**config.mk**
```make
export PLATFORM = sky130hd
export DESIGN_NAME = ram2_arbiter
export DESIGN_NICKNAME = d
export VERILOG_FILES = /design/src/rtl/ram2_arbiter_pkg.sv /design/src/rtl/ram2_arb_pick.sv /design/src/rtl/ram2_arbiter.sv
export SDC_FILE = /design/constraint.sdc
export NUM_CORES = 1
export LEC_CHECK = 0
export CORE_ASPECT_RATIO = 0.9
export CORE_MARGIN = 2
export CORE_UTILIZATION = 38
export CTS_BUF_LIST = sky130_fd_sc_hd__clkbuf_2
export CTS_CLUSTER_SIZE = 8
export DETAILED_ROUTE_END_ITERATION = 10
export HOLD_SLACK_MARGIN = 0.02
export PLACE_DENSITY = 0.87
export SLEW_MARGIN = 20
export SYNTH_ARGS = -nofsm -noshare
export SYNTH_HDL_FRONTEND = slang
export SYNTH_HIERARCHICAL = 1
export SYNTH_SLANG_ARGS = --single-unit
```
**constraint.sdc**
```tcl
create_clock -name clk -period 2.95 [get_ports clk]
set_input_delay 0.59 -clock clk [delete_from_list [all_inputs] [get_ports clk]]
set_output_delay 0.59 -clock clk [all_outputs]
set_load 0.01 [all_outputs]
```
**src/rtl/ram2_arbiter_pkg.sv**
```systemverilog
// Shared encodings for the RAM2 arbiter: FSM states, requester IDs and
// the active-low SRAM control levels.
package ram2_arbiter_pkg;

  typedef enum logic [1:0] {
    ARB_IDLE   = 2'd0,
    ARB_SETUP  = 2'd1,
    ARB_STROBE = 2'd2,
    ARB_HOLD   = 2'd3
  } arb_state_t;

  typedef enum logic [1:0] {
    ARB_BOOT = 2'd0,
    ARB_DATA = 2'd1,
    ARB_INST = 2'd2,
    ARB_NONE = 2'd3
  } arb_id_t;

  // SRAM control pins are active low.
  localparam logic RAM_ENABLE  = 1'b0;
  localparam logic RAM_DISABLE = 1'b1;

  // Map an "asserted" flag onto the pin level.
  function automatic logic ram_level(input logic active);
    return active ? RAM_ENABLE : RAM_DISABLE;
  endfunction

endpackage

```
**src/rtl/ram2_arb_pick.sv**
```systemverilog
// Winner selection for the RAM2 arbiter: fixed priority boot > data > inst,
// with an instruction anti-starvation guard counting data wins over inst.
module ram2_arb_pick
  import ram2_arbiter_pkg::*;
#(
  parameter int STARVE_LIMIT = 4
) (
  input  logic    clk,
  input  logic    rst,
  input  logic    boot_req,
  input  logic    data_req,
  input  logic    inst_req,
  input  logic    grant,
  output arb_id_t winner
);

  localparam int CNT_W = (STARVE_LIMIT > 1) ? $clog2(STARVE_LIMIT + 1) : 1;

  logic [CNT_W-1:0] starve_q;
  logic             starved;

  assign starved = (starve_q == CNT_W'(STARVE_LIMIT));

  // Combinational priority select; inst jumps ahead of data once starved.
  always_comb begin
    winner = ARB_NONE;
    if (boot_req) begin
      winner = ARB_BOOT;
    end else if (starved && inst_req) begin
      winner = ARB_INST;
    end else if (data_req) begin
      winner = ARB_DATA;
    end else if (inst_req) begin
      winner = ARB_INST;
    end
  end

  // Starve counter: counts data grants that beat a waiting inst request,
  // saturating at the limit; an inst grant clears it, boot grants leave it.
  always_ff @(posedge clk) begin
    if (rst) begin
      starve_q <= '0;
    end else if (grant) begin
      if (winner == ARB_INST) begin
        starve_q <= '0;
      end else if ((winner == ARB_DATA) && inst_req && !starved) begin
        starve_q <= starve_q + 1'b1;
      end
    end
  end

endmodule

```
**src/rtl/ram2_arbiter.sv**
```systemverilog
// RAM2 arbiter: shares the external SRAM between boot copy, CPU data and
// CPU instruction fetch, and sequences every access on the ram2 pins
// (IDLE -> SETUP -> STROBE x WAIT_CYCLES -> HOLD -> IDLE).
module ram2_arbiter
  import ram2_arbiter_pkg::*;
#(
  parameter int ADDR_W       = 18,
  parameter int DATA_W       = 16,
  parameter int WAIT_CYCLES  = 1,
  parameter int STARVE_LIMIT = 4
) (
  input  logic              clk,
  input  logic              rst,
  input  logic              boot_req_i,
  input  logic              boot_we_i,
  input  logic [ADDR_W-1:0] boot_addr_i,
  input  logic [DATA_W-1:0] boot_wdata_i,
  output logic              boot_ack_o,
  input  logic              data_req_i,
  input  logic              data_we_i,
  input  logic [ADDR_W-1:0] data_addr_i,
  input  logic [DATA_W-1:0] data_wdata_i,
  output logic              data_ack_o,
  input  logic              inst_req_i,
  input  logic [ADDR_W-1:0] inst_addr_i,
  output logic              inst_ack_o,
  output logic [DATA_W-1:0] rdata_o,
  output logic              busy_o,
  output logic              ram_en_n_o,
  output logic              ram_oe_n_o,
  output logic              ram_we_n_o,
  output logic [ADDR_W-1:0] ram_addr_o,
  output logic [DATA_W-1:0] ram_data_o,
  output logic              ram_data_oe_o,
  input  logic [DATA_W-1:0] ram_data_i
);

  localparam int WCNT_W = (WAIT_CYCLES > 1) ? $clog2(WAIT_CYCLES) : 1;

  arb_state_t        state_q, state_d;
  logic [WCNT_W-1:0] wait_q, wait_d;
  logic              wait_last;
  arb_id_t           winner;
  arb_id_t           owner_q;
  logic              grant;
  logic              we_q;
  logic [ADDR_W-1:0] addr_q;
  logic [DATA_W-1:0] wdata_q;
  logic [DATA_W-1:0] rdata_q;
  logic              sel_we;
  logic [ADDR_W-1:0] sel_addr;
  logic [DATA_W-1:0] sel_wdata;

  // Requests are only looked at while idle; a grant launches an access.
  assign grant     = (state_q == ARB_IDLE) && (winner != ARB_NONE);
  assign wait_last = (wait_q == WCNT_W'(WAIT_CYCLES - 1));

  ram2_arb_pick #(
    .STARVE_LIMIT(STARVE_LIMIT)
  ) u_pick (
    .clk      (clk),
    .rst      (rst),
    .boot_req (boot_req_i),
    .data_req (data_req_i),
    .inst_req (inst_req_i),
    .grant    (grant),
    .winner   (winner)
  );

  // Route the winning requester's command toward the access registers.
  always_comb begin
    sel_we    = we_q;
    sel_addr  = addr_q;
    sel_wdata = wdata_q;
    case (winner)
      ARB_BOOT: begin
        sel_we    = boot_we_i;
        sel_addr  = boot_addr_i;
        sel_wdata = boot_wdata_i;
      end
      ARB_DATA: begin
        sel_we    = data_we_i;
        sel_addr  = data_addr_i;
        sel_wdata = data_wdata_i;
      end
      ARB_INST: begin
        sel_we   = 1'b0;
        sel_addr = inst_addr_i;
      end
      default: ;
    endcase
  end

  // Next-state logic and pin timing decoded from the current state.
  always_comb begin
    state_d       = state_q;
    wait_d        = wait_q;
    ram_en_n_o    = RAM_DISABLE;
    ram_oe_n_o    = RAM_DISABLE;
    ram_we_n_o    = RAM_DISABLE;
    ram_data_oe_o = 1'b0;
    boot_ack_o    = 1'b0;
    data_ack_o    = 1'b0;
    inst_ack_o    = 1'b0;
    case (state_q)
      ARB_IDLE: begin
        wait_d = '0;
        if (grant) begin
          state_d = ARB_SETUP;
        end
      end
      ARB_SETUP: begin
        ram_en_n_o    = RAM_ENABLE;
        ram_oe_n_o    = ram_level(!we_q);
        ram_data_oe_o = we_q;
        wait_d        = '0;
        state_d       = ARB_STROBE;
      end
      ARB_STROBE: begin
        ram_en_n_o    = RAM_ENABLE;
        ram_oe_n_o    = ram_level(!we_q);
        ram_we_n_o    = ram_level(we_q);
        ram_data_oe_o = we_q;
        if (wait_last) begin
          state_d = ARB_HOLD;
        end else begin
          wait_d = wait_q + 1'b1;
        end
      end
      ARB_HOLD: begin
        // Write data and address stay on the pins for hold time.
        ram_en_n_o    = RAM_ENABLE;
        ram_data_oe_o = we_q;
        boot_ack_o    = (owner_q == ARB_BOOT);
        data_ack_o    = (owner_q == ARB_DATA);
        inst_ack_o    = (owner_q == ARB_INST);
        state_d       = ARB_IDLE;
      end
      default: state_d = ARB_IDLE;
    endcase
  end

  // FSM state, access command capture and read-data latch.
  always_ff @(posedge clk) begin
    if (rst) begin
      state_q <= ARB_IDLE;
      wait_q  <= '0;
      owner_q <= ARB_NONE;
      we_q    <= 1'b0;
      addr_q  <= '0;
      rdata_q <= '0;
    end else begin
      state_q <= state_d;
      wait_q  <= wait_d;
      if (grant) begin
        owner_q <= winner;
        we_q    <= sel_we;
        addr_q  <= sel_addr;
      end
      if ((state_q == ARB_STROBE) && wait_last && !we_q) begin
        rdata_q <= ram_data_i;
      end
    end
  end

  // Write data is only meaningful while data_oe is up, so it needs no reset.
  always_ff @(posedge clk) begin
    if (grant) begin
      wdata_q <= sel_wdata;
    end
  end

  assign rdata_o    = rdata_q;
  assign busy_o     = (state_q != ARB_IDLE);
  assign ram_addr_o = addr_q;
  assign ram_data_o = wdata_q;

endmodule

```
==> run metrics, run 1 <==
status=finished clean; P_leak=0.001699 uW; RSZ-0062 raised after global routing=false; Placer Congestion=0.7409; Fill cells=591; Initial Util=0.3886; Compound-Gate Fraction of Synth Area=0.2015; Area Overhead vs Synth=67.56%; multiplexer share of the synthesized area=0.06654; vias in the first global route=2657; syn nets=399; number of setup buffers added after CTS=0; r2r setup slk=0.46 ns; CP cell instances=inv_1 > ha_1 > a21boi_2 > nor2b_1 > nor2_1 > ha_1 > nor3b_2 > nor2_2 > a22o_1; Slew HR=0.4977; DRT met1 WL=2.847 mm; die area=7817 um^2; # rows=29; final hold violations=0; post-route insts no fill=541; clock latency at the later pin of the worst-skew pair=0.45 ns; Critical Path AT=2.87 ns; Slowest cell on crit path=nor2_2; DP HPWL=5.952 mm; r2r startpoint=u_pick/starve_q[0]; fmax=402.3 MHz; Tot Pwr=2564 uW; fin crit share=0.8425; total negative slack=0 ns; drt via density=4.906; adder-cell share of the synthesized area=0.05083; Syn Std Cell Area=2708 um^2; Die X=92.98 um; routed wire length=7.616 mm; peak supply drop=265.5 uV; Synth Area in Simple Gates=0.1433; layout cells sized above 1=0.09375; register bit total from synthesis=58; root buf cell=clkbuf_2; Via Count=2654; critical path startpoint category=flop; IO Count=167; Die H=84.08 um; met3 wire length=605 um; DR WL met2=4.024 mm; library cells used by synthesis=28; diodes inserted=0; final setup vio count=0; Critical Path Start=u_pick/starve_q[0]; core area=6967 um^2; power per cell area=565.3 nW/um^2; endpoint type of the worst setup path=flop; total track usage=0.1959; Slew Viols, Final=0; Clock Path Buffers=2; clock period minus worst slack=2.485 ns; syn_area_per_cell=9.705 um^2; WL per Instance=14.08 um; Max Cap Viol=0; dpl cells=525; Worst Reg2Reg Path Length in Cells=9; worst r2r dst=ram_addr_o[5]; Worst-path clk slew=0.17 ns; CP Class=flop to flop; post-synth top area share=0.3105; combinational family with the most area after synthesis=compound AO/OA/AOI/OAI gates; first-pass GRT wire length=12.00 mm; Post-DRT Antenna Nets=0; Yosys warning total=6; clk_skew=0.01598 ns; Crit path top cell by count=ha_1; xor and xnor fraction of the mapped netlist area=0; synth top area cells=dfxtp_1, edfxtp_1, a21oi_1, mux2_2, a22o_1; antenna violations before repair=0; largest net degree at the start of global routing=39; Num CTS Buffers=9; nets=563; critical-path maximum fanout=18; crit-path max cell delay=0.58 ns; Slew @ Worst Pin=0.7526 ns; post-route DRC violation count=0; hold-fix buffers at CTS=0; Mapped Cells=279; Sink Count=58; worst path required time=3.34 ns; largest area contributor in the netlist=dfxtp_1; Setup crit end=ram_addr_o[5]; drt first pass iters=4; TritonCTS clock tree=yes; Initial DRC Count=97; Port Buf Inserts=166; Resize count post-CTS=0; max layer used=met4; number of H-tree levels=3; sequential element share of the synthesized area=0.4880; gr ovfl total=0; Worst Hold Class=flop to flop
## worst max-delay path, delay by kind of cell (launching register included)
kind	cells	cell delay, ns
AOI/OAI and AO/OA	2	0.44
adders and majority gates	2	0.54
buffers and inverters	1	0.07
DFF	1	0.40
and+or+nand+nor	4	0.98
## routing by layer
layer / track usage / vias up
met2: 0.3597 / 104
met3: 0.07498 / 16
met1: 0.1998 / 1214
met5: 0 / -
li1: - / 1320
met4: 0.07086 / 0
## layout make-up
type	count	area [um^2]	area share
Multi-Input combinational cell	193	1251	0.2758
Tap cell	93	116.4	0.02565
Timing Repair Buffer	172	1732	0.3817
Sequential cell	58	1321	0.2912
Clock inverter	6	32.53	0.007170
Inverter	9	33.78	0.007446
Clock buffer	10	50.05	0.01103
## cell families (layout without fill, tap and decap cells)
kind of cell | after synthesis | in the layout
buffers and inverters | 28 | 197
AND/OR/NAND/NOR | 82 | 82
flip-flops | 58 | 58
multiplexers | 16 | 16
AO/OA/AOI/OAI | 84 | 84
adder cells (fa/ha/maj) | 11 | 11
## synth_stat cells (all sizes together)
master	n
a22oi	18
inv	9
nor2	22
nand4b	1
nor3	1
o211ai	2
dfxtp	42
a22o	18
mux2	16
nand2b	3
edfxtp	16
a31oi	1
nor2b	4
o21ai	3
a21boi	1
and3b	3
a21oi	41
ha	11
nand3	5
nand3b	1
nor3b	3
nand2	39
clkbuf	5
buf	14
## placed cells by master, fill, tap and decap left out, drive strengths merged
cell | Yosys | final
a21boi | 1 | 1
a21oi | 41 | 41
a22o | 18 | 18
a22oi | 18 | 18
a31oi | 1 | 1
and3b | 3 | 3
buf | 14 | 6
clkbuf | 5 | 10
clkdlybuf4s50 | 0 | 166
clkinv | 0 | 4
clkinvlp | 0 | 1
dfxtp | 42 | 42
edfxtp | 16 | 16
ha | 11 | 11
inv | 9 | 10
mux2 | 16 | 16
nand2 | 39 | 39
nand2b | 3 | 3
nand3 | 5 | 5
nand3b | 1 | 1
nand4b | 1 | 1
nor2 | 22 | 22
nor2b | 4 | 4
nor3 | 1 | 1
nor3b | 3 | 3
o211ai | 2 | 2
o21ai | 3 | 3
## sequential cells by signal, summed over array words and instances (netlist names)
signal	flops
owner_q	2
ram_addr_o	18
ram_data_o	16
rdata_o	16
state_q	2
u_pick/starve_q	3
we_q	1
## worst min-delay path by stage
| stage | start | to | cells past startpoint |
|---|---|---|---|
| global placement | rdata_o[4] | rdata_o[4] | 2 |
| global route | rdata_o[11] | rdata_o[11] | 2 |
| CTS | rdata_o[6] | rdata_o[6] | 2 |
| finish | rdata_o[13] | rdata_o[13] | 2 |
| detailed placement | rdata_o[6] | rdata_o[6] | 2 |
| floorplan | u_pick/starve_q[1] | u_pick/starve_q[1] | 2 |
## per-stage QoR
stage | hold WS (ns) | setup WS [ns] | utilization | instance area (um^2)
after global placement | 0.4413 | 0.1304 | 0.6394 | 4454
after CTS | 0.4688 | 0.4470 | 0.6512 | 4537
after detailed placement | 0.4478 | 0.0006020 | 0.6394 | 4454
after floorplan | 0.4425 | 0.2368 | - | 2708
after global routing | 0.4894 | 0.2328 | 0.6512 | 4537
final | 0.4648 | 0.4645 | 0.6512 | 4537
## where the power goes
part / leakage [uW] / internal [uW] / switching (uW)
clock network: 0.0000594 / 108 / 289
logic: 0.00114 / 596 / 483
registers: 0.000496 / 1000 / 83.8
total: 0.00170 / 1710 / 856
No activity file was read; power rests on OpenSTA's default activity.
==> inputs of run 2 (changes only) <==
CORE_UTILIZATION = 34   (was 38)
PLACE_DENSITY = 0.83   (was 0.87)
clock period = 2.03 ns   (was 2.95 ns; I/O delays follow)
==> run metrics, run 2 (synthesis gave the netlist of run 1 again) <==
peak supply drop=338.0 uV (+27%); drt via density=4.977 (+1.5%); Die H=88.66 um (+5.4%); clk_skew=0.02357 ns (+0.007588 ns); Clock Power Share=0.163 (+0.008); post-route DRC violation count=0 (unchanged); RSZ-0062 raised after global routing=true; gr ovfl total=0 (unchanged); most common cell after layout, fill and taps aside=clkdlybuf4s50_1; fmax=492.4 MHz (+22%); Initial Util=0.3553 (-0.03331); Critical Path AT=2.24 ns (-0.63 ns); CP Class=flop to flop; root buf cell=clkbuf_2; Slew @ Worst Pin=0.6695 ns (-0.08307 ns); die area=8694 um^2 (+11%); status=complete, but fails checks; routed wire length=9.287 mm (+22%); final hold violations=0 (unchanged); Post-DRT Antenna Nets=0 (unchanged); Psw=1415 uW (+65%); Slew Viols, Final=0 (unchanged); max layer used=met4; Worst Hold Class=flop to flop; Slowest cell on crit path=dfxtp_2; clock latency at the later pin of the worst-skew pair=0.46 ns (about the same); Switching Fraction=0.3310 (-0.002762); Placer Congestion=0.7839 (+5.8%); total track usage=0.1803 (-0.01555); largest net degree at the start of global routing=39 (unchanged); Tot Pwr=4274 uW (+67%); antenna violations before repair=0 (unchanged); met3 wire length=635 um (+5.0%); IO Count=167 (unchanged); DP HPWL=6.179 mm (+3.8%); WL per Instance=16.24 um (+15%); # rows=30 (+3.4%); sequential power share=0.372 (-0.052); Fill cells=581 (-1.7%); hold-fix buffers at CTS=0 (unchanged); P_leak=0.001950 uW (+15%); clock period minus worst slack=2.031 ns (-0.4545 ns); Internal=2859 uW (+67%); dpl cells=540 (+2.9%); critical path startpoint category=flop; power per cell area=819.3 nW/um^2 (+45%); Max Cap Viol=0 (unchanged); max reg flops=18 (unchanged); post-route insts no fill=572 (+5.7%); CP cell instances=inv_2 > ha_4 > a21boi_2 > nor2b_1 > nor2_2 > buf_4 > ha_4 > buf_12 > mux2_4; fin worst setup slack=-0.001008 ns (-0.4655 ns); final instance area=5216 um^2 (+15%); fin crit share=1.000 (+0.1580); nets=591 (+5.0%); layout cells sized above 1=0.2584 (+0.1647); worst path required time=2.24 ns (-1.10 ns); Num CTS Buffers=9 (unchanged); Crit path top cell by count=ha_4; combinational share of power=0.465 (+0.044); Clock Path Buffers=2 (unchanged); Worst-path clk slew=0.16 ns (about the same); most frequent cells in the layout=clkdlybuf4s50_1, nand2_1, dfxtp_1, a21oi_1, a22o_1; Area Overhead vs Synth=92.65%; DRT met1 WL=3.742 mm (+31%); diodes inserted=0 (unchanged); Die X=98.07 um (+5.5%); Final Core Density=0.6846 (+0.03334); critical-path maximum fanout=21 (+3); Port Buf Inserts=166 (unchanged); Via Count=2847 (+7.3%); TritonCTS clock tree=yes; core area=7620 um^2 (+9.4%); number of H-tree levels=3 (unchanged); placed cell area=4611 um^2 (+3.5%); endpoint type of the worst setup path=flop; crit-path max cell delay=0.37 ns (-0.21 ns); drt first pass iters=4 (unchanged); DR WL met2=4.772 mm (+19%); Initial DRC Count=82 (-15%); failing checks=negative setup slack; Sink Count=58 (unchanged); Slew HR=0.5523 (+0.05452); final setup vio count=1 (+1); vias in the first global route=2658 (+0.038%); first-pass GRT wire length=12.44 mm (+3.7%)
[run 2: changes by cell type in the layout (fill, tap and decap cells not counted), sizes merged, moves of 3 or more]
| cell | change |
|---|---|
| buf | +21 |
| dlygate4sd2 | +6 |
| clkbuf | +5 |
| clkdlybuf4s50 | -8 |
| nor2 | +3 |
[run 2: area by class of cell]
class / instances / area, um^2 / share of cell area
timing repair buffer: 197 / 2062 / 0.3953
sequential: 58 / 1326 / 0.2543
tap: 96 / 120.1 / 0.02303
multi-input combinational: 196 / 1572 / 0.3013
clock buffer: 11 / 55.05 / 0.01055
clock inverter: 5 / 47.55 / 0.009115
inverter: 9 / 33.78 / 0.006476
[run 2: metal layers]
layer / up-vias / global-route usage
met4: 0 / 0.05177
met2: 107 / 0.3244
li1: 1385 / -
met1: 1340 / 0.2058
met5: - / 0
met3: 15 / 0.06240
[run 2: final timing paths]
path | startpoint | end | slack, ns | depth (start not counted)
worst max register to register | u_pick/starve_q[0] | ram_data_o[10] | -0.001 | 9
worst min-delay path | rdata_o[14] | rdata_o[14] | 0.46 | 2
worst min register to register | rdata_o[14] | rdata_o[14] | 0.46 | 2
worst max-delay path | u_pick/starve_q[0] | ram_data_o[10] | -0.001 | 9
[run 2: metrics by stage]
step	hold WS [ns]	setup TNS (ns)	setup WS (ns)
floorplan	0.4416	0	0.001300
global route	0.4484	-2.304	-0.1005
global placement	0.4433	-20.44	-0.4255
detailed placement	0.4455	-25.02	-0.5315
CTS	0.4420	0	0.01100
finish	0.4629	-0.001008	-0.001008
[run 2: critical path: cells and delay by family, from the launching register on]
family,cells,cell delay (ns)
compound gates,1,0.13
fa+ha+maj,2,0.33
buf+inv,3,0.39
flops,1,0.37
mux,1,0.32
simple gates,2,0.24
[run 2: power groups by stage]
stage	clock network [uW]	registers [uW]	logic, uW
after global routing	766	1620	2120
after CTS	713	1590	1770
after floorplan	0	1700	672
final	698	1590	1990
after detailed placement	0	1610	1660
after global placement	0	1600	1610
[run 2: what timing repair did]
| item | 4_1_cts | 5_1_grt |
|---|---|---|
| gates resized for setup | 25 | 57 |
| buffers inserted | 5 | 2 |
| setup endpoints to repair | 62 | 52 |
| pin swaps | 5 | 18 |
| gates cloned | 3 | 7 |
